**src/rtl/elastic_pipe_register_pkg.sv**
```systemverilog
// Shared definitions for the elastic pipeline register: depth limit and occupancy sizing.
package elastic_pipe_register_pkg;

  localparam int unsigned PIPE_MAX_DEPTH = 4;

  // Two slots (main + skid) per stage, so the count spans 0..2*depth inclusive.
  function automatic int unsigned pipe_occ_width(input int unsigned depth);
    return $clog2(2 * depth + 1);
  endfunction

  localparam int unsigned PIPE_OCC_W = pipe_occ_width(PIPE_MAX_DEPTH);

  typedef logic [PIPE_OCC_W-1:0] pipe_occ_t;

endpackage

```
**src/rtl/pipe_skid_stage.sv**
```systemverilog
// One skid-buffered pipeline stage: main slot drives the output, skid slot absorbs the entry
// that arrives while main is stalled, so In_Ready can come straight from a flop.
module pipe_skid_stage #(
  parameter int unsigned WIDTH = 8
) (
  input  logic             CLK,
  input  logic             RST_N,
  input  logic             Flush,
  input  logic             In_Valid,
  output logic             In_Ready,
  input  logic [WIDTH-1:0] In_Payload,
  output logic             Out_Valid,
  input  logic             Out_Ready,
  output logic [WIDTH-1:0] Out_Payload
);

  logic             main_valid_q;
  logic             skid_valid_q;
  logic [WIDTH-1:0] main_q;
  logic [WIDTH-1:0] skid_q;

  logic in_fire;
  logic main_free;

  assign In_Ready    = ~skid_valid_q;
  assign in_fire     = In_Valid & In_Ready;
  // Main can take a new entry when empty or when its current entry leaves on this edge.
  assign main_free   = ~main_valid_q | Out_Ready;
  assign Out_Valid   = main_valid_q;
  assign Out_Payload = main_q;

  always_ff @(posedge CLK) begin
    if (!RST_N || Flush) begin
      main_valid_q <= 1'b0;
      skid_valid_q <= 1'b0;
    end else if (main_free) begin
      // skid_valid_q and in_fire are mutually exclusive (In_Ready = !skid_valid_q).
      main_valid_q <= skid_valid_q | in_fire;
      skid_valid_q <= 1'b0;
    end else if (in_fire) begin
      skid_valid_q <= 1'b1;
    end
  end

  // Payload flops carry no reset; validity alone decides whether they mean anything.
  always_ff @(posedge CLK) begin
    if (main_free) begin
      if (skid_valid_q) begin
        main_q <= skid_q;
      end else if (in_fire) begin
        main_q <= In_Payload;
      end
    end else if (in_fire) begin
      skid_q <= In_Payload;
    end
  end

endmodule

```
**src/rtl/elastic_pipe_register.sv**
```systemverilog
// Back-pressurable inter-stage pipeline register: DEPTH chained skid stages, enable masking on
// bubbles, a registered occupancy count and a zero-latency bypass lane.
module elastic_pipe_register
  import elastic_pipe_register_pkg::*;
#(
  parameter int unsigned       CTRL_W       = 5,
  parameter logic [CTRL_W-1:0] CTRL_EN_MASK = CTRL_W'(1),
  parameter int unsigned       DATA_W       = 69,
  parameter int unsigned       BYPASS_W     = 32,
  parameter int unsigned       DEPTH        = 1,
  localparam int unsigned      OCC_W        = $clog2(2 * DEPTH + 1)
) (
  input  logic                CLK,
  input  logic                RST_N,
  input  logic                Flush,
  input  logic                In_Valid,
  output logic                In_Ready,
  input  logic [CTRL_W-1:0]   In_Ctrl,
  input  logic [DATA_W-1:0]   In_Data,
  output logic                Out_Valid,
  input  logic                Out_Ready,
  output logic [CTRL_W-1:0]   Out_Ctrl,
  output logic [DATA_W-1:0]   Out_Data,
  input  logic [BYPASS_W-1:0] Bypass_In,
  output logic [BYPASS_W-1:0] Bypass_Out,
  output logic [OCC_W-1:0]    Occupancy
);

  localparam int unsigned PAY_W = CTRL_W + DATA_W;

  if (DEPTH < 1 || DEPTH > PIPE_MAX_DEPTH || BYPASS_W < 1) begin : g_param_check
    $fatal(1, "elastic_pipe_register: DEPTH must be 1..%0d and BYPASS_W >= 1", PIPE_MAX_DEPTH);
  end

  // Chain links: index 0 is the upstream port, index DEPTH the downstream port.
  logic [DEPTH:0]   valid_c;
  logic [DEPTH:0]   ready_c;
  logic [PAY_W-1:0] payload_c [DEPTH+1];

  assign valid_c[0]     = In_Valid;
  assign payload_c[0]   = {In_Ctrl, In_Data};
  assign In_Ready       = ready_c[0];
  assign ready_c[DEPTH] = Out_Ready;

  for (genvar i = 0; i < DEPTH; i++) begin : g_stage
    pipe_skid_stage #(
      .WIDTH (PAY_W)
    ) u_stage (
      .CLK         (CLK),
      .RST_N       (RST_N),
      .Flush       (Flush),
      .In_Valid    (valid_c[i]),
      .In_Ready    (ready_c[i]),
      .In_Payload  (payload_c[i]),
      .Out_Valid   (valid_c[i+1]),
      .Out_Ready   (ready_c[i+1]),
      .Out_Payload (payload_c[i+1])
    );
  end

  logic [CTRL_W-1:0] main_ctrl;

  assign Out_Valid = valid_c[DEPTH];
  assign main_ctrl = payload_c[DEPTH][PAY_W-1:DATA_W];
  assign Out_Data  = payload_c[DEPTH][DATA_W-1:0];
  // State-changing enables are forced low on bubbles so stale payload never commits.
  assign Out_Ctrl  = main_ctrl & ~(Out_Valid ? {CTRL_W{1'b0}} : CTRL_EN_MASK);

  assign Bypass_Out = Bypass_In;

  logic             in_fire;
  logic             out_fire;
  logic [OCC_W-1:0] occ_q;
  logic [OCC_W-1:0] occ_d;

  assign in_fire   = In_Valid & In_Ready;
  assign out_fire  = Out_Valid & Out_Ready;
  assign Occupancy = occ_q;

  always_comb begin
    occ_d = occ_q;
    if (Flush) begin
      occ_d = '0;
    end else begin
      unique case ({in_fire, out_fire})
        2'b10:   occ_d = occ_q + OCC_W'(1);
        2'b01:   occ_d = occ_q - OCC_W'(1);
        default: occ_d = occ_q;
      endcase
    end
  end

  always_ff @(posedge CLK) begin
    if (!RST_N) begin
      occ_q <= '0;
    end else begin
      occ_q <= occ_d;
    end
  end

endmodule
```
**config.mk**
```make
export PLATFORM = sky130hd
export DESIGN_NAME = elastic_pipe_register
export DESIGN_NICKNAME = d
export VERILOG_FILES = /design/src/rtl/elastic_pipe_register_pkg.sv /design/src/rtl/pipe_skid_stage.sv /design/src/rtl/elastic_pipe_register.sv
export SDC_FILE = /design/constraint.sdc
export NUM_CORES = 1
export LEC_CHECK = 0
export ABC_AREA = 0
export ABC_CLOCK_PERIOD_IN_PS = 6100
export BUFFER_PORTS_ARGS = -buffer_cell sky130_fd_sc_hd__buf_2
export CORE_MARGIN = 2
export CORE_UTILIZATION = 40
export DETAILED_ROUTE_END_ITERATION = 10
export PLACE_DENSITY_LB_ADDON = 0.25
export SETUP_SLACK_MARGIN = 0.2
export SLEW_MARGIN = 5
export SYNTH_ARGS = -nofsm -noshare
export SYNTH_HDL_FRONTEND = slang
export SYNTH_SLANG_ARGS = --single-unit
```
**constraint.sdc**
```tcl
create_clock -name CLK -period 6.1 [get_ports CLK]
set_input_delay 0 -clock CLK [delete_from_list [all_inputs] [get_ports CLK]]
set_output_delay 0 -clock CLK [all_outputs]
set_load 0.02 [all_outputs]
```
=== Word level (Yosys, flattened, before mapping) ===
Cells that the tools add are included.

* Word-level logic and storage cells: 31
* Input port bits: 111
* Output and inout bits: 110
* Bits in registers: 152

* Eq/ne operators: 2
* Muxes and demuxes: 4
* Add/subtract/negate cells: 2
* Reductions and logical operators: 8
* Bitwise logic cells: 10

{| class="wikitable"
|+ Operator list
! cell !! number
|-
| $mux 74 || 2
|-
| $and 5x5->5 || 1
|-
| $not 1->5 || 1
|-
| $not 1->1 || 4
|-
| $pmux 2 s2 || 1
|-
| $reduce_and 2->1 || 2
|-
| $reduce_bool 2->1 || 2
|-
| $reduce_or 2->1 || 2
|-
| $add 2x1->2 const B || 1
|-
| $and 1x1->1 || 2
|-
| $eq 2x1->1 const B || 1
|-
| $eq 2x2->1 const B || 1
|-
| $or 1x1->1 || 2
|-
| $sub 2x1->2 const B || 1
|-
| $logic_not 1->1 || 1
|-
| $logic_or 1x1->1 || 1
|-
| $mux 1 || 1
|}

=== Logic depth before layout (Yosys ltp) ===
Gate-level depths: netlist (run 1).

* Depth after elaboration: 4
* Mapped depth: 9
* Mapped depth without buffers: 6

=== By module ===
A second synthesis (run 1) with hierarchy kept.

* Cells, all modules: 286
* Area total of the unflattened synthesis: 5,845.6 µm²

{| class="wikitable"
|+ By module, submodules not included
! module !! seq. area each (µm²) !! cells an instance !! times used !! area each (µm²)
|-
| pipe_skid_stage || 4,484.3 || 241 || 1 || 5,492.8
|-
| elastic_pipe_register || 40.0 || 45 || 1 || 352.8
|}

=== Worst setup path after synthesis (run 1) ===
OpenSTA, ideal clock, no wires.

* Kind: reg2reg
* Start: register g_stage[0].u_stage.skid_valid_q
* End: register g_stage[0].u_stage.skid_q[0] (enable)
* Data arrival time: 4.051 ns
* Setup slack: 1.542 ns
* Period minus slack after synthesis: 4.558 ns
* Buffers on the path: 3
* Stages on the path, launching flop included: 7
* Path through: dfxtp_1 buf_6 buf_8 buf_6 inv_1 nand2_1 nor2_1

* Longest elaborated chain between the ends: 3

{| class="wikitable"
|+ RTL lines
! what !! RTL line !! source
|-
| start: declaration || pipe_skid_stage.sv:18 || <nowiki>logic skid_valid_q;</nowiki>
|-
| start signal: assignment || pipe_skid_stage.sv:35 || <nowiki>skid_valid_q <= 1'b0;</nowiki>
|-
| start signal: assignment || pipe_skid_stage.sv:39 || <nowiki>skid_valid_q <= 1'b0;</nowiki>
|-
| start signal: assignment || pipe_skid_stage.sv:41 || <nowiki>skid_valid_q <= 1'b1;</nowiki>
|-
| $not 1->1 || pipe_skid_stage.sv:25 || <nowiki>assign In_Ready = ~skid_valid_q;</nowiki>
|-
| via In_Ready || elastic_pipe_register.sv:17 || <nowiki>output logic In_Ready,</nowiki>
|-
| $and 1x1->1 || pipe_skid_stage.sv:26 || <nowiki>assign in_fire = In_Valid & In_Ready;</nowiki>
|-
| $reduce_and 2->1 (no line) || - ||
|-
| end signal: assignment || pipe_skid_stage.sv:54 || <nowiki>skid_q <= In_Payload;</nowiki>
|-
| end: declaration || pipe_skid_stage.sv:20 || <nowiki>logic [WIDTH-1:0] skid_q;</nowiki>
|}

The timed path passes the listed nets, and every way through them passes these cells.
A chain may end at the register's enable or synchronous reset.

=== Final worst setup path (run 1) ===
* Start: register g_stage[0].u_stage.main_valid_q
* End: register g_stage[0].u_stage.skid_q[51] (enable)

* Longest elaborated chain between the ends: 4

{| class="wikitable"
|+ RTL lines
! what !! RTL line !! source
|-
| start: declaration || pipe_skid_stage.sv:17 || <nowiki>logic main_valid_q;</nowiki>
|-
| start signal: assignment || pipe_skid_stage.sv:38 || <nowiki>main_valid_q <= skid_valid_q | in_fire;</nowiki>
|-
| $not 1->1 || pipe_skid_stage.sv:28 || <nowiki>assign main_free = ~main_valid_q | Out_Ready;</nowiki>
|-
| $or 1x1->1 || pipe_skid_stage.sv:28 ||
|-
| $not 1->1 (no line) || - ||
|-
| $reduce_and 2->1 (no line) || - ||
|}

Every way passes these cells.

==> impl_metrics.toml, run 1 <==
[global_route]
grt_overflow = 0
grt_max_degree = 76
grt_pass1_wl_um = 17200
grt_usage = 0.135
grt_pass1_vias = 3385
grt_antenna_before_repair = 0

[sta]
setup_tns_ps = 0
fmax_mhz = 424
worst_pin_slew_ps = 1150
rsz0062_at_grt = "false"
finalHoldViolCount = 0
fin_skew_ps = 6.62
finalMaxSlewViolations = 0
finalSetupViolCount = 0
maxSlewHeadroom = 0.231
fin_crit_sh = 0.387
fin_crit_ps = 2360

[yosys]
synthTopCellsByCount = "edfxtp_1, buf_4, mux2_2, mux2_4"
ys_types = 21
synth_top_cell_by_area = "edfxtp_1"
netlist.area_leader.share = 0.691
synth_edf_count = 148
synth_flop_cell = "edfxtp_1"
synth.ff_latch_count = 152
synth.area.top_cells = "edfxtp_1, buf_4, mux2_2, mux2_4, dfxtp_1"
yosysSeqAreaShare = 0.703
ys_async_sr_fraction = 0
synth.most_common_cell = "edfxtp_1"
syn_nets = 470
synth_area_sq_um = 6430
avgSynthCellArea_sq_um = 18.0
yosysWarnings = 0
syn_inst = 358

[layout]
fin_nets = 612
drive_above_1_share = 0.511
diodes = 0
multi_input_area_sq_um = 1050
area_growth_pct = 25.6
final_cell_area_sq_um = 8080
layout.cells.non_filler = 729
fill_cells = 1306
regArea_sq_um = 4530

[setup_path]
reg2reg_from = "g_stage[0].u_stage.Out_Valid"
criticalPathCategory = "register to register"
r2r_cells = 3
crit_path_max_fanout = 43
cp_cell_sequence = "nand2b_1, nor2_4, buf_4"
regToRegSetupSlack_ps = 3740
r2r-end = "g_stage[0].u_stage.skid_q[51]"
critPathCapture = "g_stage[0].u_stage.skid_q[51]"
crit_arrival_ps = 2410
slowest_stage = "nor2_4"
cp_slowest_stage_delay_ps = 790
startpoint_type = "register"
critPathLaunch = "g_stage[0].u_stage.Out_Valid"
cp-end-kind = "register"
worstPathRequired_ps = 6150

[route]
first_iter_violations = 152
drc = 0
firstDrtPassIters = 6
wl_per_cell_um = 15.3
wirelength_um = 11200
vias = 3215
avgViaCountPerCell = 4.41
ant_nets = 0

[clock_network]
cts_hold_buf = 78
htree_levels = 4
clock_sinks = 152
cts_root_buf = "clkbuf_16"
cts_resized = 0
clkTransAtPathRegs_ps = 60
cts_tree = "done"
clock_path_buffers = 2
insertion_delay_ps = 410
cts_setup_buffers = 0
cts_inserted_buffers = 17

[place]
placed_area_sq_um = 6660
dp_hpwl_um = 6770
dp.cells = 619
gp_congestion = 0.727
portBuffers = 156

[power]
p_leak_nw = 3.09
p_per_area_nw_per_um2 = 315
finalPower_mw = 2.55
peakVddDrop_mv = 0.167

[floorplanning]
die_area_sq_um = 17100
rows = 46
die_x_um = 131
core_sq_um = 15800
io_pins = 221
initial_utilization = 0.407
die_h_um = 131

[run]
drv_cap = 0

[worst_hold_path]
hp-class = "input port to output pin"

[outcome]
status = "completed"
[cells by family (layout without fill, tap and decap cells)]
family | Yosys count | in the layout | synth area share
simple gates | 10 | 10 | 0.00797
xor+xnor | 2 | 2 | 0.00272
flops | 152 | 152 | 0.703
buf+inv | 115 | 270 | 0.136
mux | 74 | 74 | 0.145
compound gates | 4 | 4 | 0.00350
fa+ha+maj | 1 | 1 | 0.00194
[stage by stage]
step	setup WS (ps)	hold slack [ps]	utilization
2_1_floorplan	1540	98.9	-
3_3_place_gp	3820	0.149	0.421
3_5_place_dp	3710	0.149	0.421
4_1_cts	3680	0.149	0.511
5_1_grt	3550	0.0577	0.511
6_report	3740	0.00561	0.511
[worst min-delay path by stage]
| stage | start | slack [ps] | endpoint | cells past startpoint |
|---|---|---|---|---|
| floorplan | In_Data[0] | 100 | g_stage[0].u_stage.skid_q[0] | 0 |
| global placement | Bypass_In[25] | 0.1 | Bypass_Out[25] | 0 |
| global route | Bypass_In[13] | 0.06 | Bypass_Out[13] | 0 |
| CTS | Bypass_In[25] | 0.1 | Bypass_Out[25] | 0 |
| finish | Bypass_In[11] | 0.006 | Bypass_Out[11] | 0 |
| detailed placement | Bypass_In[25] | 0.1 | Bypass_Out[25] | 0 |
[routing by layer]
layer  track usage  up-vias  share of wire  wire length [um]
met4        0.0932        0          0.040               442
met1         0.159     1550           0.43              4780
met5             0        -              0                 0
met2         0.213      119           0.47              5250
met3        0.0407       49          0.063               703
li1              -     1497              -                 -
[sequential cells by signal, indices dropped and copies added, names as in the netlist]
register                      count
g_stage.u_stage.Out_Payload      74
g_stage.u_stage.skid_q           74
Occupancy                         2
g_stage.u_stage.Out_Valid         1
g_stage.u_stage.skid_valid_q      1
[layout make-up]
type	instances	share of cell area
clock buffer	20	0.0540
clock inverter	12	0.0255
inverter	1	0.000464
multi-input combinational	91	0.130
sequential	152	0.560
tap	216	0.0334
timing repair buffer	237	0.196
[cell usage in the layout (no fill, tap or decap), drive strengths merged, types with 2 or more instances in the layout]
cell         count
a21oi            2
and2             2
buf            159
bufinv           6
clkbuf          20
clkinv           6
dfxtp            4
dlygate4sd3     78
edfxtp         148
mux2            74
nand2b           2
nor2             3
[critical path, delay by kind of cell (launching register included)]
kind | cells | cell delay [ps]
flip-flops | 1 | 370
AND/OR/NAND/NOR | 2 | 970
buffers and inverters | 1 | 620
[report_power, final]
group          leakage, nW  internal [mW]  switching, mW
clock network        0.314          0.761          0.391
logic                 1.35         0.0976         0.0970
registers             1.42           1.19        0.00964
total                 3.09           2.05          0.497
Note: power is estimated with default switching activity, not from simulation.
==> inputs of run 2 (changes only) <==
Settings changed: ABC_AREA 0 to 1, ABC_CLOCK_PERIOD_IN_PS 6100 to 1920.
Clock period 6.1 ns to 1.92 ns, I/O delays scaled along.
==> impl_metrics.toml, run 2 <==
[global_route]
grt_overflow = 0
grt_usage = 0.145
grt_pass1_vias = 3733
grt_max_degree = 76
grt_pass1_wl_um = 18400
grt_antenna_before_repair = 1

[sta]
fin_crit_sh = 0.720
fin_skew_ps = 6.31
rsz0062_at_grt = "false"
hold-worst-slack_ps = 0.00779
fin_crit_ps = 1380
finalMaxSlewViolations = 0
finalSetupViolCount = 0
fmax_mhz = 724
finalHoldViolCount = 0
maxSlewHeadroom = 0.701
worst_pin_slew_ps = 449
setup_tns_ps = 0

[route]
firstDrtPassIters = 4
drc = 0
wirelength_um = 11900
avgViaCountPerCell = 4.29
vias = 3845
first_iter_violations = 165
wl_per_cell_um = 13.3
ant_nets = 0

[yosys]
netlist.area_leader.share = 0.697
synth.ff_latch_count = 152
synth_edf_count = 148
syn_inst = 528
ys_async_sr_fraction = 0
synth_flop_cell = "edfxtp_1"
synth.most_common_cell = "nand2_1"
synth.area.top_cells = "edfxtp_1, nand2_1, buf_4, dfxtp_1, buf_2"
syn_nets = 640
avgSynthCellArea_sq_um = 12.1
ys_types = 12
synth_area_sq_um = 6380
yosysWarnings = 0
synthTopCellsByCount = "nand2_1, edfxtp_1, buf_4, buf_2"
synth_top_cell_by_area = "edfxtp_1"
yosysSeqAreaShare = 0.709

[place]
dp_hpwl_um = 7330
dp.cells = 786
portBuffers = 156
gp_congestion = 0.713

[setup_path]
cp-end-kind = "output pin"
criticalPathCategory = "register to output pin"
crit_path_max_fanout = 75
slowest_stage = "dfxtp_2"
worstPathRequired_ps = 1920
cp_slowest_stage_delay_ps = 340
startpoint_type = "register"
crit_arrival_ps = 1380
cp_cell_sequence = "inv_2, buf_12, buf_2"
cp_top_family = "buffers and inverters"
cp_num_buf_inv = 3

[worst_hold_path]
hp-class = "input port to output pin"

[clock_network]
clock_sinks = 152
cts_inserted_buffers = 17
htree_levels = 4
insertion_delay_ps = 410
clkTransAtPathRegs_ps = 60
cts_root_buf = "clkbuf_16"
cts_tree = "done"
cts_hold_buf = 78
clock_path_buffers = 2
cts_resized = 0
cts_setup_buffers = 0

[layout]
fin_nets = 779
utilization = 0.513
layout.cells.non_filler = 896
final_common_cell = "nand2_1"
area_growth_pct = 26.4
most-common-layout-cells = "nand2_1, buf_2, edfxtp_1"
drive_above_1_share = 0.290
fill_cells = 1360

[run]
drv_cap = 0

[floorplanning]
core_sq_um = 15700
io_pins = 221
rows = 46
die_area_sq_um = 17000
die_x_um = 130
die_h_um = 130
initial_utilization = 0.406

[power]
peakVddDrop_mv = 0.536
p_leak_nw = 3.41
p_per_area_nw_per_um2 = 970

[outcome]
status = "completed"
[run 2: through the flow]
step	setup slack, ps	power [mW]	instance area [sq um]
floorplan	-226	4.36	6420
global placement	573	4.38	6690
detailed placement	532	4.39	6690
CTS	493	7.91	8060
global route	430	8.13	8060
finish	538	7.82	8060
[run 2: final cells by class]
class	instances	area [sq um]	area share
clock buffers	21	440	0.0546
diodes	1	2.50	0.000310
multi-input cells	245	965	0.120
flip-flops and latches	152	4530	0.562
inverters	10	37.5	0.00466
repair buffers	241	1660	0.206
clock inverters	10	153	0.0189
well taps	216	270	0.0335
[run 2: power breakdown]
part           total, mW  leakage [nW]  switching, mW  internal [mW]
combinational      0.616          1.71          0.341          0.275
sequential          3.82          1.42         0.0330           3.79
clock               3.38         0.282           1.23           2.15
total               7.82          3.41           1.60           6.21
[run 2: cells by family after synthesis]
| kind of cell | Yosys count | share of synthesized area |
|---|---|---|
| AND/OR/NAND/NOR | 242 | 0.143 |
| adder cells (fa/ha/maj) | 1 | 0.00196 |
| AO/OA/AOI/OAI | 2 | 0.00157 |
| flip-flops | 152 | 0.709 |
| buffers and inverters | 131 | 0.144 |
[run 2: worst reg2reg max path, delay by kind of cell, from the launching register on]
| kind | cells | cell delay [ps] |
|---|---|---|
| buffers and inverters | 3 | 360 |
| flip-flops | 1 | 360 |
| AND/OR/NAND/NOR | 2 | 300 |
[run 2: metal layers]
metal | wire, um | track usage | vias to the layer above
li1 | - | - | 1907
met1 | 5170 | 0.173 | 1784
met2 | 5820 | 0.241 | 126
met3 | 655 | 0.0467 | 28
met4 | 257 | 0.0651 | 0
met5 | 0 | 0 | -
[run 2: final timing paths]
kind                                        start                                 end  slack (ps)  cells after the start
setup reg to reg     g_stage[0].u_stage.Out_Valid       g_stage[0].u_stage.skid_q[56]         540                      5
hold reg to reg     g_stage[0].u_stage.skid_q[22]  g_stage[0].u_stage.Out_Payload[22]         510                      2
setup / recovery  g_stage[0].u_stage.skid_valid_q                            In_Ready         540                      3
hold / removal                       Bypass_In[9]                       Bypass_Out[9]       0.008                      0
